<file path="src/rtl/uart_fifo_ip.sv">
// uart_fifo_ip: UART transmitter and receiver, each buffered by a show-ahead FIFO,
// with independent per-frame baud selection, optional parity and one or two stop bits.
module uart_fifo_ip #(
    parameter int DATA_BITS  = 8,
    parameter int FIFO_DEPTH = 4,
    parameter int BASE_DIV   = 16
) (
    input  logic                 clock,
    input  logic                 reset,
    input  logic                 uart_en,
    input  logic [2:0]           baud_tx_sel,
    input  logic [2:0]           baud_rx_sel,
    input  logic [1:0]           parity_mode,
    input  logic                 two_stop,
    input  logic                 tx_valid,
    input  logic [DATA_BITS-1:0] tx_data,
    output logic                 tx_ready,
    output logic                 tx_busy,
    output logic                 rx_valid,
    output logic [DATA_BITS-1:0] rx_data,
    input  logic                 rx_ready,
    output logic                 parity_err,
    output logic                 frame_err,
    output logic                 overrun,
    output logic                 TX,
    input  logic                 RX
);
    localparam int AW = $clog2(FIFO_DEPTH);
    localparam int CW = $clog2(BASE_DIV) + 8;
    localparam logic [3:0] LAST = 4'(DATA_BITS - 1);
    typedef enum logic [2:0] {IDLE, START, DATA, PARITY, STOP} state_t;

    logic [DATA_BITS-1:0] tx_mem [FIFO_DEPTH];
    logic [DATA_BITS-1:0] rx_mem [FIFO_DEPTH];
    logic [AW:0] tx_wp, tx_rp, rx_wp, rx_rp;
    logic tx_empty, tx_full, tx_push, tx_pop, tx_load, rx_empty, rx_full, rx_pop, rx_wr, en_q;
    logic [DATA_BITS-1:0] tx_head;
    assign tx_empty = tx_wp == tx_rp;
    assign tx_full  = tx_wp == {~tx_rp[AW], tx_rp[AW-1:0]};
    assign rx_empty = rx_wp == rx_rp;
    assign rx_full  = rx_wp == {~rx_rp[AW], rx_rp[AW-1:0]};
    // en_q keeps tx_ready low until the first edge after reset is released
    assign tx_ready = en_q & uart_en & ~tx_full;
    assign tx_push  = tx_valid & tx_ready;
    assign tx_head  = tx_mem[tx_rp[AW-1:0]];
    assign rx_valid = ~rx_empty;
    assign rx_pop   = rx_valid & rx_ready;
    assign rx_data  = rx_empty ? '0 : rx_mem[rx_rp[AW-1:0]];

    state_t tx_st, tx_st_n, rx_st, rx_st_n;
    logic [CW-1:0] tx_cnt, tx_cnt_n, tx_per, tx_per_n, rx_cnt, rx_cnt_n, rx_per, rx_per_n;
    logic [3:0] tx_idx, tx_idx_n, rx_idx, rx_idx_n;
    logic [DATA_BITS-1:0] tx_sh, tx_sh_n, rx_sh, rx_sh_n;
    logic tx_par, tx_par_n, tx_pen, tx_pen_n, tx_two, tx_two_n, tx_end;
    logic rx_pen, rx_pen_n, rx_odd, rx_odd_n, rx_pbit, rx_pbit_n, rx_tick;
    logic pe_n, fe_n, ov_n;
    logic [1:0] rx_sync;
    logic rx_prev, rx_s, rx_fall;
    assign rx_s    = rx_sync[1];
    assign rx_fall = rx_prev & ~rx_s;
    assign tx_end  = tx_cnt == tx_per - 1'b1;
    assign rx_tick = rx_cnt == (rx_st == START ? rx_per >> 1 : rx_per) - 1'b1;
    assign tx_busy = (tx_st != IDLE) | ~tx_empty;
    assign TX = ~uart_en | (tx_st == START ? 1'b0 : tx_st == DATA ? tx_sh[0] : tx_st == PARITY ? tx_par : 1'b1);

    always_ff @(posedge clock) begin
        if (tx_push) tx_mem[tx_wp[AW-1:0]] <= tx_data;
        if (rx_wr) rx_mem[rx_wp[AW-1:0]] <= rx_sh;
    end

    always_ff @(posedge clock or posedge reset) begin
        if (reset) begin
            en_q <= 1'b0;
            tx_wp <= '0;
            tx_rp <= '0;
            rx_wp <= '0;
            rx_rp <= '0;
            tx_st <= IDLE;
            tx_cnt <= '0;
            tx_per <= '0;
            tx_idx <= '0;
            tx_sh <= '0;
            tx_par <= 1'b0;
            tx_pen <= 1'b0;
            tx_two <= 1'b0;
            rx_st <= IDLE;
            rx_cnt <= '0;
            rx_per <= '0;
            rx_idx <= '0;
            rx_sh <= '0;
            rx_pen <= 1'b0;
            rx_odd <= 1'b0;
            rx_pbit <= 1'b0;
            rx_sync <= 2'b11;
            rx_prev <= 1'b1;
            parity_err <= 1'b0;
            frame_err <= 1'b0;
            overrun <= 1'b0;
        end else begin
            en_q <= 1'b1;
            tx_wp <= tx_wp + {{AW{1'b0}}, tx_push};
            tx_rp <= tx_rp + {{AW{1'b0}}, tx_pop};
            rx_wp <= rx_wp + {{AW{1'b0}}, rx_wr};
            rx_rp <= rx_rp + {{AW{1'b0}}, rx_pop};
            tx_st <= tx_st_n;
            tx_cnt <= tx_cnt_n;
            tx_per <= tx_per_n;
            tx_idx <= tx_idx_n;
            tx_sh <= tx_sh_n;
            tx_par <= tx_par_n;
            tx_pen <= tx_pen_n;
            tx_two <= tx_two_n;
            rx_st <= rx_st_n;
            rx_cnt <= rx_cnt_n;
            rx_per <= rx_per_n;
            rx_idx <= rx_idx_n;
            rx_sh <= rx_sh_n;
            rx_pen <= rx_pen_n;
            rx_odd <= rx_odd_n;
            rx_pbit <= rx_pbit_n;
            rx_sync <= {rx_sync[0], RX};
            rx_prev <= rx_s;
            parity_err <= pe_n;
            frame_err <= fe_n;
            overrun <= ov_n;
        end
    end

    always_comb begin
        tx_st_n  = tx_st;
        tx_cnt_n = (tx_st == IDLE || tx_end) ? '0 : tx_cnt + 1'b1;
        tx_per_n = tx_per;
        tx_idx_n = tx_idx;
        tx_sh_n  = tx_sh;
        tx_par_n = tx_par;
        tx_pen_n = tx_pen;
        tx_two_n = tx_two;
        tx_load  = 1'b0;
        case (tx_st)
            IDLE:   tx_load = ~tx_empty;
            START:  if (tx_end) tx_st_n = DATA;
            DATA:   if (tx_end) begin
                        tx_sh_n  = tx_sh >> 1;
                        tx_idx_n = tx_idx + 1'b1;
                        if (tx_idx == LAST) begin
                            tx_st_n  = tx_pen ? PARITY : STOP;
                            tx_idx_n = '0;
                        end
                    end
            PARITY: if (tx_end) tx_st_n = STOP;
            STOP:   if (tx_end) begin
                        tx_idx_n = 4'd1;
                        // last stop period: chain straight into the next frame if one is queued
                        if (!(tx_two && tx_idx == 4'd0)) begin
                            tx_st_n = IDLE;
                            tx_load = ~tx_empty;
                        end
                    end
            default: tx_st_n = IDLE;
        endcase
        if (tx_load) begin
            tx_st_n  = START;
            tx_cnt_n = '0;
            tx_idx_n = '0;
            tx_per_n = CW'(BASE_DIV) << (3'd7 - baud_tx_sel);
            tx_sh_n  = tx_head;
            tx_par_n = ^tx_head ^ (parity_mode == 2'b10);
            tx_pen_n = ^parity_mode;
            tx_two_n = two_stop;
        end
        if (!uart_en) begin
            tx_st_n = IDLE;
            tx_load = 1'b0;
        end
        tx_pop = tx_load;
    end

    always_comb begin
        rx_st_n   = rx_st;
        rx_cnt_n  = (rx_st == IDLE || rx_tick) ? '0 : rx_cnt + 1'b1;
        rx_per_n  = rx_per;
        rx_idx_n  = rx_idx;
        rx_sh_n   = rx_sh;
        rx_pen_n  = rx_pen;
        rx_odd_n  = rx_odd;
        rx_pbit_n = rx_pbit;
        pe_n  = 1'b0;
        fe_n  = 1'b0;
        ov_n  = 1'b0;
        rx_wr = 1'b0;
        case (rx_st)
            IDLE:   if (rx_fall) begin
                        rx_st_n  = START;
                        rx_per_n = CW'(BASE_DIV) << (3'd7 - baud_rx_sel);
                        rx_pen_n = ^parity_mode;
                        rx_odd_n = parity_mode == 2'b10;
                    end
            START:  if (rx_tick) begin
                        rx_st_n  = rx_s ? IDLE : DATA;
                        rx_idx_n = '0;
                    end
            DATA:   if (rx_tick) begin
                        rx_sh_n  = {rx_s, rx_sh[DATA_BITS-1:1]};
                        rx_idx_n = rx_idx + 1'b1;
                        if (rx_idx == LAST) rx_st_n = rx_pen ? PARITY : STOP;
                    end
            PARITY: if (rx_tick) begin
                        rx_pbit_n = rx_s;
                        rx_st_n   = STOP;
                    end
            STOP:   if (rx_tick) begin
                        rx_st_n = IDLE;
                        fe_n  = ~rx_s;
                        pe_n  = rx_pen & (rx_pbit != (^rx_sh ^ rx_odd));
                        rx_wr = rx_s & ~pe_n & ~(rx_full & ~rx_pop);
                        ov_n  = rx_s & ~pe_n & rx_full & ~rx_pop;
                    end
            default: rx_st_n = IDLE;
        endcase
        if (!uart_en) begin
            rx_st_n = IDLE;
            pe_n  = 1'b0;
            fe_n  = 1'b0;
            ov_n  = 1'b0;
            rx_wr = 1'b0;
        end
    end
endmodule
</file>
<file path="config.mk">
export PLATFORM = sky130hd
export DESIGN_NAME = uart_fifo_ip
export DESIGN_NICKNAME = d
export VERILOG_FILES = /design/src/rtl/uart_fifo_ip.sv
export SDC_FILE = /design/constraint.sdc
export NUM_CORES = 1
export LEC_CHECK = 0
export BUFFER_PORTS_ARGS = -buffer_cell sky130_fd_sc_hd__buf_2
export CORE_ASPECT_RATIO = 0.8
export CORE_UTILIZATION = 50
export CTS_CLUSTER_DIAMETER = 120
export DETAILED_ROUTE_END_ITERATION = 10
export PLACE_DENSITY = 0.7
export REMOVE_ABC_BUFFERS = 1
export SLEW_MARGIN = 20
export SYNTH_ARGS = -nofsm -noshare
export SYNTH_HDL_FRONTEND = slang
export SYNTH_SLANG_ARGS = --single-unit
</file>
<file path="constraint.sdc">
create_clock -name clock -period 4.9 [get_ports clock]
set_clock_uncertainty 0.1 [all_clocks]
set_input_delay 1.225 -clock clock [delete_from_list [all_inputs] [get_ports clock]]
set_output_delay 1.225 -clock clock [all_outputs]
set_load 0.01 [all_outputs]
</file>
==> impl_metrics.json, run 1 <==
{
  "run_status": "finished, final reports clean",
  "worst-slew-pin-transition_ps": 891,
  "synth-main-ff-cell": "sky130_fd_sc_hd__dfrtp_1",
  "average_detailed_routed_wire_length_per_instance_microns": 16.6,
  "synth.avg_cell_area_sq_um": 12.1,
  "postRouteAntennaNets": 0,
  "dp_hpwl_microns": 10600,
  "cts.repair.resized": 0,
  "final_min_period_over_clock_period_pct": 95.9,
  "ctsHtreeMaxLevel": 4,
  "pwr-share-comb_pct": 27.4,
  "worst_hold_path_type": "flip-flop to flip-flop",
  "numPortBuffers": 37,
  "postSynthCellCount": 642,
  "design.portCount": 38,
  "drv_slew": 0,
  "gp_congestion": 0.875,
  "timing.critical_path.depth": 11,
  "report.final.hold_viol_count": 0,
  "power_per_cell_area_nw_per_um2": 489,
  "p_leak_nw": 3.69,
  "insertion_delay_ps": 430,
  "drtPass1Iterations": 4,
  "hold-worst-slack_ps": 258,
  "cts.sinks": 159,
  "post_drt_via_cell_ratio": 5.60,
  "max-clock-path-buffers": 2,
  "groute.usage.overall_pct": 20.6,
  "area_enclosed_by_the_die_boundary_sq_um": 16100,
  "timing.critical_path.to_type": "flip-flop",
  "netlist_area_pre_place_sq_um": 7790,
  "worst-path-buf-inv": 1,
  "yosys_warnings": 0,
  "cell_internal_pwr_mw": 2.97,
  "grt_max_degree": 72,
  "detailedRoute.firstIterationViolations": 346,
  "initial_core_util_pct": 51.5,
  "worst-path-max-fanout": 8,
  "num_antenna_cells": 0,
  "ctsRootBufferMaster": "sky130_fd_sc_hd__clkbuf_16",
  "wl_microns": 15000,
  "post-route-drc-count": 0,
  "rrSetupSlack_ps": 200,
  "switchingPower_mw": 1.37,
  "antenna_found_initial": 0,
  "kind_of_start_point_of_the_critical_path": "flip-flop",
  "crit_path_top_delay_cell": "sky130_fd_sc_hd__or4_4",
  "cts.clk_slew.worst_paths_ps": 70,
  "vdd_ir_drop_max_v": 0.000309,
  "slew-limit-headroom_pct": 40.6,
  "worstPathArrival_ps": 4740,
  "cap_viol_max_count": 0,
  "switching_share_pct": 31.7,
  "std_cell_rows": 40,
  "r2r_start": "rx_st[1]",
  "setup-violations-final": 0,
  "reg2reg_to": "rx_mem[1][2]",
  "crit_end": "rx_mem[1][2]",
  "vias_in_the_first_global_route": 5088,
  "timing_startpoint_of_the_critical_path": "rx_st[1]",
  "pwr-share-clk_pct": 32.0,
  "core_region_area_sq_um": 15100,
  "chipWidth_microns": 142,
  "synth_sequential_area_ratio_pct": 55.3,
  "criticalPathCategory": "flip-flop to flip-flop",
  "achievable-frequency_ghz": 0.213,
  "global_route.overflow_total": 0,
  "post-cts-setup-buffers": 0,
  "critPathRequiredTime_ps": 4930,
  "grt_pass1_wl_microns": 25400,
  "layout-drive-gt1-share_pct": 20.6,
  "post-layout-total-power_mw": 4.34,
  "syn_to_final_growth_pct": 13.9,
  "min_period_ps": 4700,
  "sequential_share_of_power_pct": 40.7,
  "setup_tns_ps": 0,
  "share_of_flip_flops_with_an_asynchronous_set_or_reset_pct": 59.7,
  "via_total_after_detailed_routing": 5092,
  "cp_slowest_stage_delay_ps": 590,
  "synth_enable_flop_cells": 64,
  "clock_tree_from_tritoncts": "yes",
  "nFillCells": 1249,
  "hold_buffers": 0,
  "rsz0062_at_grt": "no",
  "worstPathCellList": "or3b_1 > a21oi_1 > ha_1 > or4b_4 > o311ai_0 > and3_1 > o22ai_1 > or4_1 > or4_4 > nor3b_1 > buf_4",
  "die_y_microns": 114,
  "worstRegToRegCells": 11,
  "synth_cell_types": 61,
  "worst_path_dominant_cell_family": "simple AND/OR/NAND/NOR gates",
  "num-nets-final": 725,
  "seq_cells_post_synth": 159,
  "cts_made_buffers": 17
}
[worst min path at each step]
stage / start / endpoint / slack [ps] / depth (start not counted)
3_3_place_gp: rx_sync[0] / rx_sync[1] / 250 / 0
2_1_floorplan: rx_sync[0] / rx_sync[1] / 250 / 0
6_report: rx_sync[0] / rx_sync[1] / 260 / 0
4_1_cts: rx_sync[0] / rx_sync[1] / 260 / 0
5_1_grt: rx_sync[0] / rx_sync[1] / 270 / 0
3_5_place_dp: rx_sync[0] / rx_sync[1] / 250 / 0
[flip-flops by register name (all words and copies together), names as in the netlist, 4 cells and up]
register and cells:
rx_cnt 12, tx_idx 4, rx_mem 32, tx_per 8, rx_per 8, rx_idx 4
tx_mem 32, rx_sh 8, tx_sh 8, tx_cnt 12
[layout by cell type (no fill, tap or decap), drive strengths merged, types with 7 or more instances in the layout]
cell type / n
nor3: 14
nor2: 54
nor4: 7
nor2b: 13
mux2: 33
xor2: 22
nor3b: 10
a21oi: 11
o21ai: 17
inv: 31
mux2i: 8
nand4: 9
edfxtp: 64
o41ai: 7
ha: 16
and3: 9
o31ai: 7
dfrtp: 92
clkbuf: 17
o211ai: 9
xnor2: 39
nand2: 43
mux4: 16
nand3: 22
buf: 53
[power groups by stage]
stage	logic (mW)	registers, mW	clock network [mW]
after global placement	1.14	1.78	0
final	1.19	1.77	1.39
after CTS	1.20	1.77	1.41
after detailed placement	1.19	1.79	0
after floorplan	0.936	1.73	0
after global routing	1.31	1.80	1.47
[Yosys cell counts, types with 11 or more instances]
master	number	area share, %
sky130_fd_sc_hd__nand3_1	22	1.4
sky130_fd_sc_hd__mux2_2	33	4.8
sky130_fd_sc_hd__xor2_1	22	2.5
sky130_fd_sc_hd__a21oi_1	11	0.71
sky130_fd_sc_hd__dfrtp_1	92	30
sky130_fd_sc_hd__xnor2_1	39	4.4
sky130_fd_sc_hd__edfxtp_1	64	25
sky130_fd_sc_hd__inv_1	23	1.1
sky130_fd_sc_hd__nand2_1	43	2.1
sky130_fd_sc_hd__nor3_1	14	0.90
sky130_fd_sc_hd__nor2_1	54	2.6
sky130_fd_sc_hd__ha_1	16	2.6
sky130_fd_sc_hd__o21ai_0	16	1.0
sky130_fd_sc_hd__clkbuf_1	23	1.1
sky130_fd_sc_hd__mux4_2	16	4.6
sky130_fd_sc_hd__nor2b_1	13	1.0
[cell type report]
cell class	count	area (sq um)	share of cell area (%)
timing repair buffer	53	305	3.44
clock buffer	17	425	4.79
multi-input combinational	432	3290	37.1
inverter	23	88.8	1.00
tap	210	263	2.96
sequential	159	4300	48.5
clock inverter	15	199	2.24
[routing by layer]
| layer | vias up | track usage [%] | share of wire, % |
|---|---|---|---|
| met3 | 14 | 5.29 | 4.3 |
| met2 | 110 | 31.9 | 47 |
| li1 | 2447 | - | - |
| met1 | 2521 | 28.7 | 48 |
| met4 | 0 | 6.16 | 1.0 |
| met5 | - | 0 | 0 |
[through the flow]
step                      setup WS [ps]  util [%]  instances  cell area (sq um)
after floorplan                   -28.5         -        614               7670
after global placement              507      54.6        877               8250
after detailed placement            301      54.6        877               8250
after CTS                           212      58.7        909               8870
after global routing               52.8      58.7        909               8870
final                               198      58.7        909               8870
[kinds of logic after synthesis]
| logic type | Yosys count | synth area share, % |
|---|---|---|
| buffers and inverters | 51 | 2.59 |
| XOR/XNOR | 62 | 7.15 |
| adder cells (fa/ha/maj) | 16 | 2.57 |
| multiplexers | 57 | 10.4 |
| AND/OR/NAND/NOR | 218 | 14.8 |
| AO/OA/AOI/OAI | 78 | 7.17 |
| flip-flops | 159 | 55.3 |
| other | 1 | 0.0482 |
(Power assumes the default switching activity.)
==> run 2, diff against run 1 <==
--- a/config.mk
+++ b/config.mk
@@ -8,6 +8,7 @@
 export BUFFER_PORTS_ARGS = -buffer_cell sky130_fd_sc_hd__buf_2
 export CORE_ASPECT_RATIO = 0.8
 export CORE_UTILIZATION = 50
+export CTS_BUF_LIST = sky130_fd_sc_hd__clkbuf_8
 export CTS_CLUSTER_DIAMETER = 120
 export DETAILED_ROUTE_END_ITERATION = 10
 export PLACE_DENSITY = 0.7
==> constraint.sdc (replaced) <==
create_clock -name clock -period 3.8 [get_ports clock]
set_clock_uncertainty 0.1 [all_clocks]
set_input_delay 0.95 -clock clock [delete_from_list [all_inputs] [get_ports clock]]
set_output_delay 0.95 -clock clock [all_outputs]
set_load 0.01 [all_outputs]
==> impl_metrics.json, run 2 (synthesis results as in run 1) <==
{
  "switching_share_pct": 34.3,
  "detailedRoute.firstIterationViolations": 399,
  "cell_internal_pwr_mw": 3.43,
  "kind_of_start_point_of_the_critical_path": "flip-flop",
  "stdcell_count": 932,
  "vias_in_the_first_global_route": 5071,
  "critPathRequiredTime_ps": 3880,
  "min_period_ps": 4060,
  "vdd_ir_drop_max_v": 0.000371,
  "run_status": "finished with violations",
  "report.final.hold_viol_count": 0,
  "highest_count_cells_in_the_layout_ignoring_fill_and_taps": "sky130_fd_sc_hd__dfrtp_1 (92), sky130_fd_sc_hd__edfxtp_1 (64), sky130_fd_sc_hd__nor2_1 (54)",
  "die_y_microns": 114,
  "worstPathArrival_ps": 4140,
  "dp_hpwl_microns": 10600,
  "drtPass1Iterations": 5,
  "area_enclosed_by_the_die_boundary_sq_um": 16100,
  "worst_hold_path_type": "flip-flop to flip-flop",
  "wl_microns": 15100,
  "std_cell_rows": 40,
  "crit_path_top_delay_cell": "sky130_fd_sc_hd__or4_4",
  "post-route-drc-count": 0,
  "switchingPower_mw": 1.79,
  "num_antenna_cells": 0,
  "antenna_found_initial": 0,
  "worst-path-max-fanout": 8,
  "layout.cells.most_common": "sky130_fd_sc_hd__dfrtp_1",
  "timing.final.ws_setup_ps": -261,
  "cts_made_buffers": 17,
  "power_per_cell_area_nw_per_um2": 585,
  "num-nets-final": 748,
  "setup-violations-final": 34,
  "syn_to_final_growth_pct": 14.5,
  "grt_pass1_wl_microns": 25500,
  "insertion_delay_ps": 460,
  "sequential_share_of_power_pct": 42.8,
  "final_min_period_over_clock_period_pct": 107,
  "criticalPathCategory": "flip-flop to flip-flop",
  "groute.usage.overall_pct": 20.5,
  "failed_checks": "negative setup slack",
  "average_detailed_routed_wire_length_per_instance_microns": 16.2,
  "cap_viol_max_count": 0,
  "gp_congestion": 0.919,
  "chipWidth_microns": 142,
  "post_drt_via_cell_ratio": 5.56,
  "clock_tree_from_tritoncts": "yes",
  "achievable-frequency_ghz": 0.246,
  "pre_cts_slack_ps": -512,
  "core_region_area_sq_um": 15100,
  "rsz0062_at_grt": "yes",
  "timing.critical_path.to_type": "flip-flop",
  "ctsHtreeMaxLevel": 4,
  "max-clock-path-buffers": 2,
  "postRouteAntennaNets": 0,
  "worstPathCellList": "or3b_4 > a21oi_2 > ha_2 > or4b_4 > a2111o_1 > a21oi_1 > o22ai_1 > or4_4 > or4_4 > nor3b_2 > buf_6",
  "final_standard_cell_utilization_of_the_core_pct": 59.0,
  "ctsRootBufferMaster": "sky130_fd_sc_hd__clkbuf_8",
  "cts.clk_slew.worst_paths_ps": 100,
  "initial_core_util_pct": 51.5,
  "setup_tns_ps": -6930,
  "placedCellCount": 898,
  "p_leak_nw": 3.72,
  "numPortBuffers": 37,
  "cts.sinks": 159,
  "pwr-share-clk_pct": 24.8,
  "design.portCount": 38,
  "layout-drive-gt1-share_pct": 24.9,
  "cp_slowest_stage_delay_ps": 550,
  "global_route.overflow_total": 0,
  "post-layout-total-power_mw": 5.21,
  "grt_max_degree": 46,
  "postPlaceCellArea_sq_um": 8410,
  "postLayoutCellArea_sq_um": 8910,
  "drv_slew": 0,
  "worst-slew-pin-transition_ps": 878,
  "path_common_cell": "sky130_fd_sc_hd__or4_4",
  "via_total_after_detailed_routing": 5186,
  "slew-limit-headroom_pct": 40.9,
  "hold-worst-slack_ps": 262,
  "pwr-share-comb_pct": 32.4
}
## run 2: cell count changes in the layout (fill, tap and decap cells not counted), moves of 2 or more
cell / change
sky130_fd_sc_hd__buf_4: +19
sky130_fd_sc_hd__clkbuf_16: -17
sky130_fd_sc_hd__clkbuf_8: +17
sky130_fd_sc_hd__inv_8: +4
sky130_fd_sc_hd__buf_6: +3
sky130_fd_sc_hd__bufinv_16: -2
sky130_fd_sc_hd__clkinv_8: +2
sky130_fd_sc_hd__inv_6: -2
sky130_fd_sc_hd__nor3b_1: -2
sky130_fd_sc_hd__nor3b_2: +2
sky130_fd_sc_hd__o41ai_1: -2
sky130_fd_sc_hd__o41ai_2: +2
## run 2: layout make-up
type / count / area (sq um)
fillers: 1254 / 6200
inverters: 23 / 88.8
repair buffers: 76 / 487
multi-input cells: 432 / 3350
well taps: 210 / 263
clock buffers: 17 / 234
flip-flops and latches: 159 / 4300
clock inverters: 15 / 190
## run 2: what timing repair did
item                                    CTS  global route
gates resized for setup                   9             9
hold buffers                              0             0
endpoints found under the setup margin   42            60
gates cloned                              0             1
buffers inserted                          0             1
pin swaps                                 5             6
## run 2: final timing paths
kind                       slack (ps)       start      endpoint  depth (start not counted)
min                               260  rx_sync[0]    rx_sync[1]                          0
max                              -260    rx_st[1]  rx_mem[2][4]                         11
max reg2reg                      -260    rx_st[1]  rx_mem[2][4]                         11
max in group asynchronous        2370       reset    rx_sync[1]                          3
min reg2reg                       260  rx_sync[0]    rx_sync[1]                          0
min in group asynchronous         440       reset     tx_cnt[7]                          2
## run 2: metal layers
| metal | part of all wire [%] | vias up | GRT usage, % |
|---|---|---|---|
| li1 | - | 2485 | - |
| met1 | 49 | 2570 | 28.9 |
| met2 | 46 | 121 | 31.6 |
| met3 | 3.9 | 10 | 5.00 |
| met4 | 0.97 | 0 | 6.45 |
| met5 | 0 | - | 0 |
## run 2: critical path, delay by kind of cell, from the launching register on
family	cells	cell delay [ps]
buffers and inverters	1	170
and+or+nand+nor	5	2160
AOI/OAI and AO/OA	4	760
DFF	1	400
adders and majority gates	1	190
## run 2: power by group through the flow
stage                     Combinational (mW)  Clock [mW]  Sequential [mW]
final                                   1.69        1.30             2.23
after global routing                    1.87        1.41             2.27
after floorplan                         1.21           0             2.23
after global placement                  1.61           0             2.26
after CTS                               1.68        1.33             2.24
after detailed placement                1.66           0             2.27
==> run 3, diff against run 2 <==
--- a/config.mk
+++ b/config.mk
@@ -8,10 +8,9 @@
 export BUFFER_PORTS_ARGS = -buffer_cell sky130_fd_sc_hd__buf_2
 export CORE_ASPECT_RATIO = 0.8
 export CORE_UTILIZATION = 50
-export CTS_BUF_LIST = sky130_fd_sc_hd__clkbuf_8
 export CTS_CLUSTER_DIAMETER = 120
 export DETAILED_ROUTE_END_ITERATION = 10
-export PLACE_DENSITY = 0.7
+export PLACE_DENSITY = 0.67
 export REMOVE_ABC_BUFFERS = 1
 export SLEW_MARGIN = 20
 export SYNTH_ARGS = -nofsm -noshare
==> constraint.sdc (replaced) <==
create_clock -name clock -period 4.13 [get_ports clock]
set_clock_uncertainty 0.1 [all_clocks]
set_input_delay 1.0325 -clock clock [delete_from_list [all_inputs] [get_ports clock]]
set_output_delay 1.0325 -clock clock [all_outputs]
set_load 0.01 [all_outputs]
==> impl_metrics.json, run 3 (synthesis results as in run 1) <==
{
  "average_detailed_routed_wire_length_per_instance_microns": 16.8,
  "syn_to_final_growth_pct": 14.8,
  "design.portCount": 38,
  "setup-violations-final": 0,
  "pwr-share-clk_pct": 30.2,
  "clock_tree_from_tritoncts": "yes",
  "rsz0062_at_grt": "yes",
  "timing.critical_path.to_type": "flip-flop",
  "final_min_period_over_clock_period_pct": 99.5,
  "post-layout-total-power_mw": 5.09,
  "placedCellCount": 886,
  "cell_internal_pwr_mw": 3.44,
  "gp_congestion": 0.945,
  "area_enclosed_by_the_die_boundary_sq_um": 16100,
  "wl_microns": 15400,
  "achievable-frequency_ghz": 0.243,
  "worst-path-buf-inv": 1,
  "via_total_after_detailed_routing": 5191,
  "hold-worst-slack_ps": 266,
  "final-seq-area_sq_um": 4300,
  "layout-drive-gt1-share_pct": 22.7,
  "min_period_ps": 4110,
  "ctsRootBufferMaster": "sky130_fd_sc_hd__clkbuf_16",
  "postRouteAntennaNets": 0,
  "post_drt_via_cell_ratio": 5.65,
  "switching_share_pct": 32.5,
  "multi_input_area_sq_um": 3330,
  "hold_path_startpoint": "rx_sync[0]",
  "highest_count_cells_in_the_layout_ignoring_fill_and_taps": "sky130_fd_sc_hd__dfrtp_1 (92), sky130_fd_sc_hd__edfxtp_1 (64), sky130_fd_sc_hd__nor2_1 (54)",
  "core_region_area_sq_um": 15100,
  "worstPathCellList": "or3b_4 > a21oi_2 > ha_2 > or4b_4 > a2111o_1 > a21oi_2 > o22ai_1 > or4_4 > or4_4 > nor3_1 > buf_4",
  "numPortBuffers": 37,
  "cts_made_buffers": 17,
  "initial_core_util_pct": 51.5,
  "vdd_ir_drop_max_v": 0.000375,
  "antenna_found_initial": 0,
  "switchingPower_mw": 1.66,
  "ctsHtreeMaxLevel": 4,
  "worst_path_dominant_cell_family": "simple AND/OR/NAND/NOR gates",
  "drtPass1Iterations": 7,
  "slew-limit-headroom_pct": 45.5,
  "std_cell_rows": 40,
  "worst-path-max-fanout": 8,
  "num_antenna_cells": 0,
  "post-route-drc-count": 0,
  "sequential_share_of_power_pct": 40.5,
  "grt_max_degree": 61,
  "detailedRoute.firstIterationViolations": 365,
  "reg2reg_to": "rx_mem[0][2]",
  "vias_in_the_first_global_route": 5093,
  "grt_pass1_wl_microns": 25800,
  "crit_path_top_delay_cell": "sky130_fd_sc_hd__or4_4",
  "worst_hold_path_type": "flip-flop to flip-flop",
  "run_status": "finished, final reports clean",
  "criticalPathCategory": "flip-flop to flip-flop",
  "rrSetupSlack_ps": 20,
  "pwr-share-comb_pct": 29.2,
  "worstRegToRegCells": 11,
  "worstHoldPathCells": 0,
  "num-nets-final": 734,
  "chipWidth_microns": 142,
  "global_route.overflow_total": 0,
  "worstPathArrival_ps": 4150,
  "p_leak_nw": 3.71,
  "kind_of_start_point_of_the_critical_path": "flip-flop",
  "cap_viol_max_count": 0,
  "drv_slew": 0,
  "stdcell_count": 918,
  "dp_hpwl_microns": 10700,
  "worst-slew-pin-transition_ps": 810,
  "die_y_microns": 114,
  "r2r_start": "rx_st[1]",
  "hold-path-endpoint": "rx_sync[1]",
  "groute.usage.overall_pct": 20.8,
  "cts.clk_slew.worst_paths_ps": 70,
  "power_per_cell_area_nw_per_um2": 569,
  "layout.cells.most_common": "sky130_fd_sc_hd__dfrtp_1",
  "setup_tns_ps": 0,
  "report.final.hold_viol_count": 0,
  "max-clock-path-buffers": 2,
  "cts.sinks": 159,
  "nFillCells": 1244,
  "cp_slowest_stage_delay_ps": 570,
  "insertion_delay_ps": 440,
  "critPathRequiredTime_ps": 4170,
  "post-cts-setup-buffers": 0
}
run 3: how the worst max path moves through the flow:
stage,from,to,slack (ps),cells after the start
2_1_floorplan,rx_st[0],rx_mem[2][0],-800,10
3_3_place_gp,rx_st[1],rx_mem[2][3],-70,11
3_5_place_dp,rx_st[1],rx_mem[2][2],-140,11
4_1_cts,rx_st[1],rx_mem[2][1],60,11
5_1_grt,rx_st[1],rx_mem[1][0],-150,11
6_report,rx_st[1],rx_mem[0][2],20,11
run 3: power by group through the flow:
| stage | combinational (mW) | clock, mW | sequential [mW] |
|---|---|---|---|
| floorplan | 1.11 | 0 | 2.05 |
| global placement | 1.42 | 0 | 2.08 |
| detailed placement | 1.49 | 0 | 2.10 |
| CTS | 1.49 | 1.57 | 2.07 |
| global route | 1.64 | 1.63 | 2.10 |
| finish | 1.49 | 1.54 | 2.06 |
run 3: worst register-to-register path, stage by stage, from the launching register on:
cell	delay, ps
sky130_fd_sc_hd__dfrtp_1	380
sky130_fd_sc_hd__or3b_4	410
sky130_fd_sc_hd__a21oi_2	140
sky130_fd_sc_hd__ha_2	180
sky130_fd_sc_hd__or4b_4	480
sky130_fd_sc_hd__a2111o_1	410
sky130_fd_sc_hd__a21oi_2	170
sky130_fd_sc_hd__o22ai_1	130
sky130_fd_sc_hd__or4_4	570
sky130_fd_sc_hd__or4_4	480
sky130_fd_sc_hd__nor3_1	160
sky130_fd_sc_hd__buf_4	210
run 3: layout make-up:
class / count / share of cell area [%]
Tap cell: 210 / 2.94
Timing Repair Buffer: 62 / 4.25
Sequential cell: 159 / 48.1
Inverter: 23 / 0.993
Multi-Input combinational cell: 432 / 37.2
Clock inverter: 15 / 1.72
Clock buffer: 17 / 4.76
run 3: per-stage QoR:
stage	cell area, sq um	setup WS, ps	util (%)
after detailed placement	8320	-142	55.0
after global routing	8940	-147	59.2
final	8940	22.4	59.2
after global placement	8320	-67.1	55.0
after CTS	8910	57.8	58.9
after floorplan	7670	-799	-
run 3: routing by layer:
| layer | wire, microns | track usage [%] | vias to the layer above |
|---|---|---|---|
| met5 | 0 | 0 | - |
| met1 | 7530 | 29.7 | 2558 |
| met4 | 198 | 8.03 | 0 |
| met3 | 550 | 4.49 | 21 |
| li1 | - | - | 2478 |
| met2 | 7150 | 31.4 | 134 |
run 3: timing repair:
item | CTS | global route
setup endpoints to repair | 33 | 34
pin swaps | 1 | 1
hold buffers | 0 | 0
hold endpoints to repair | 0 | 0
gates resized for setup | 4 | 8
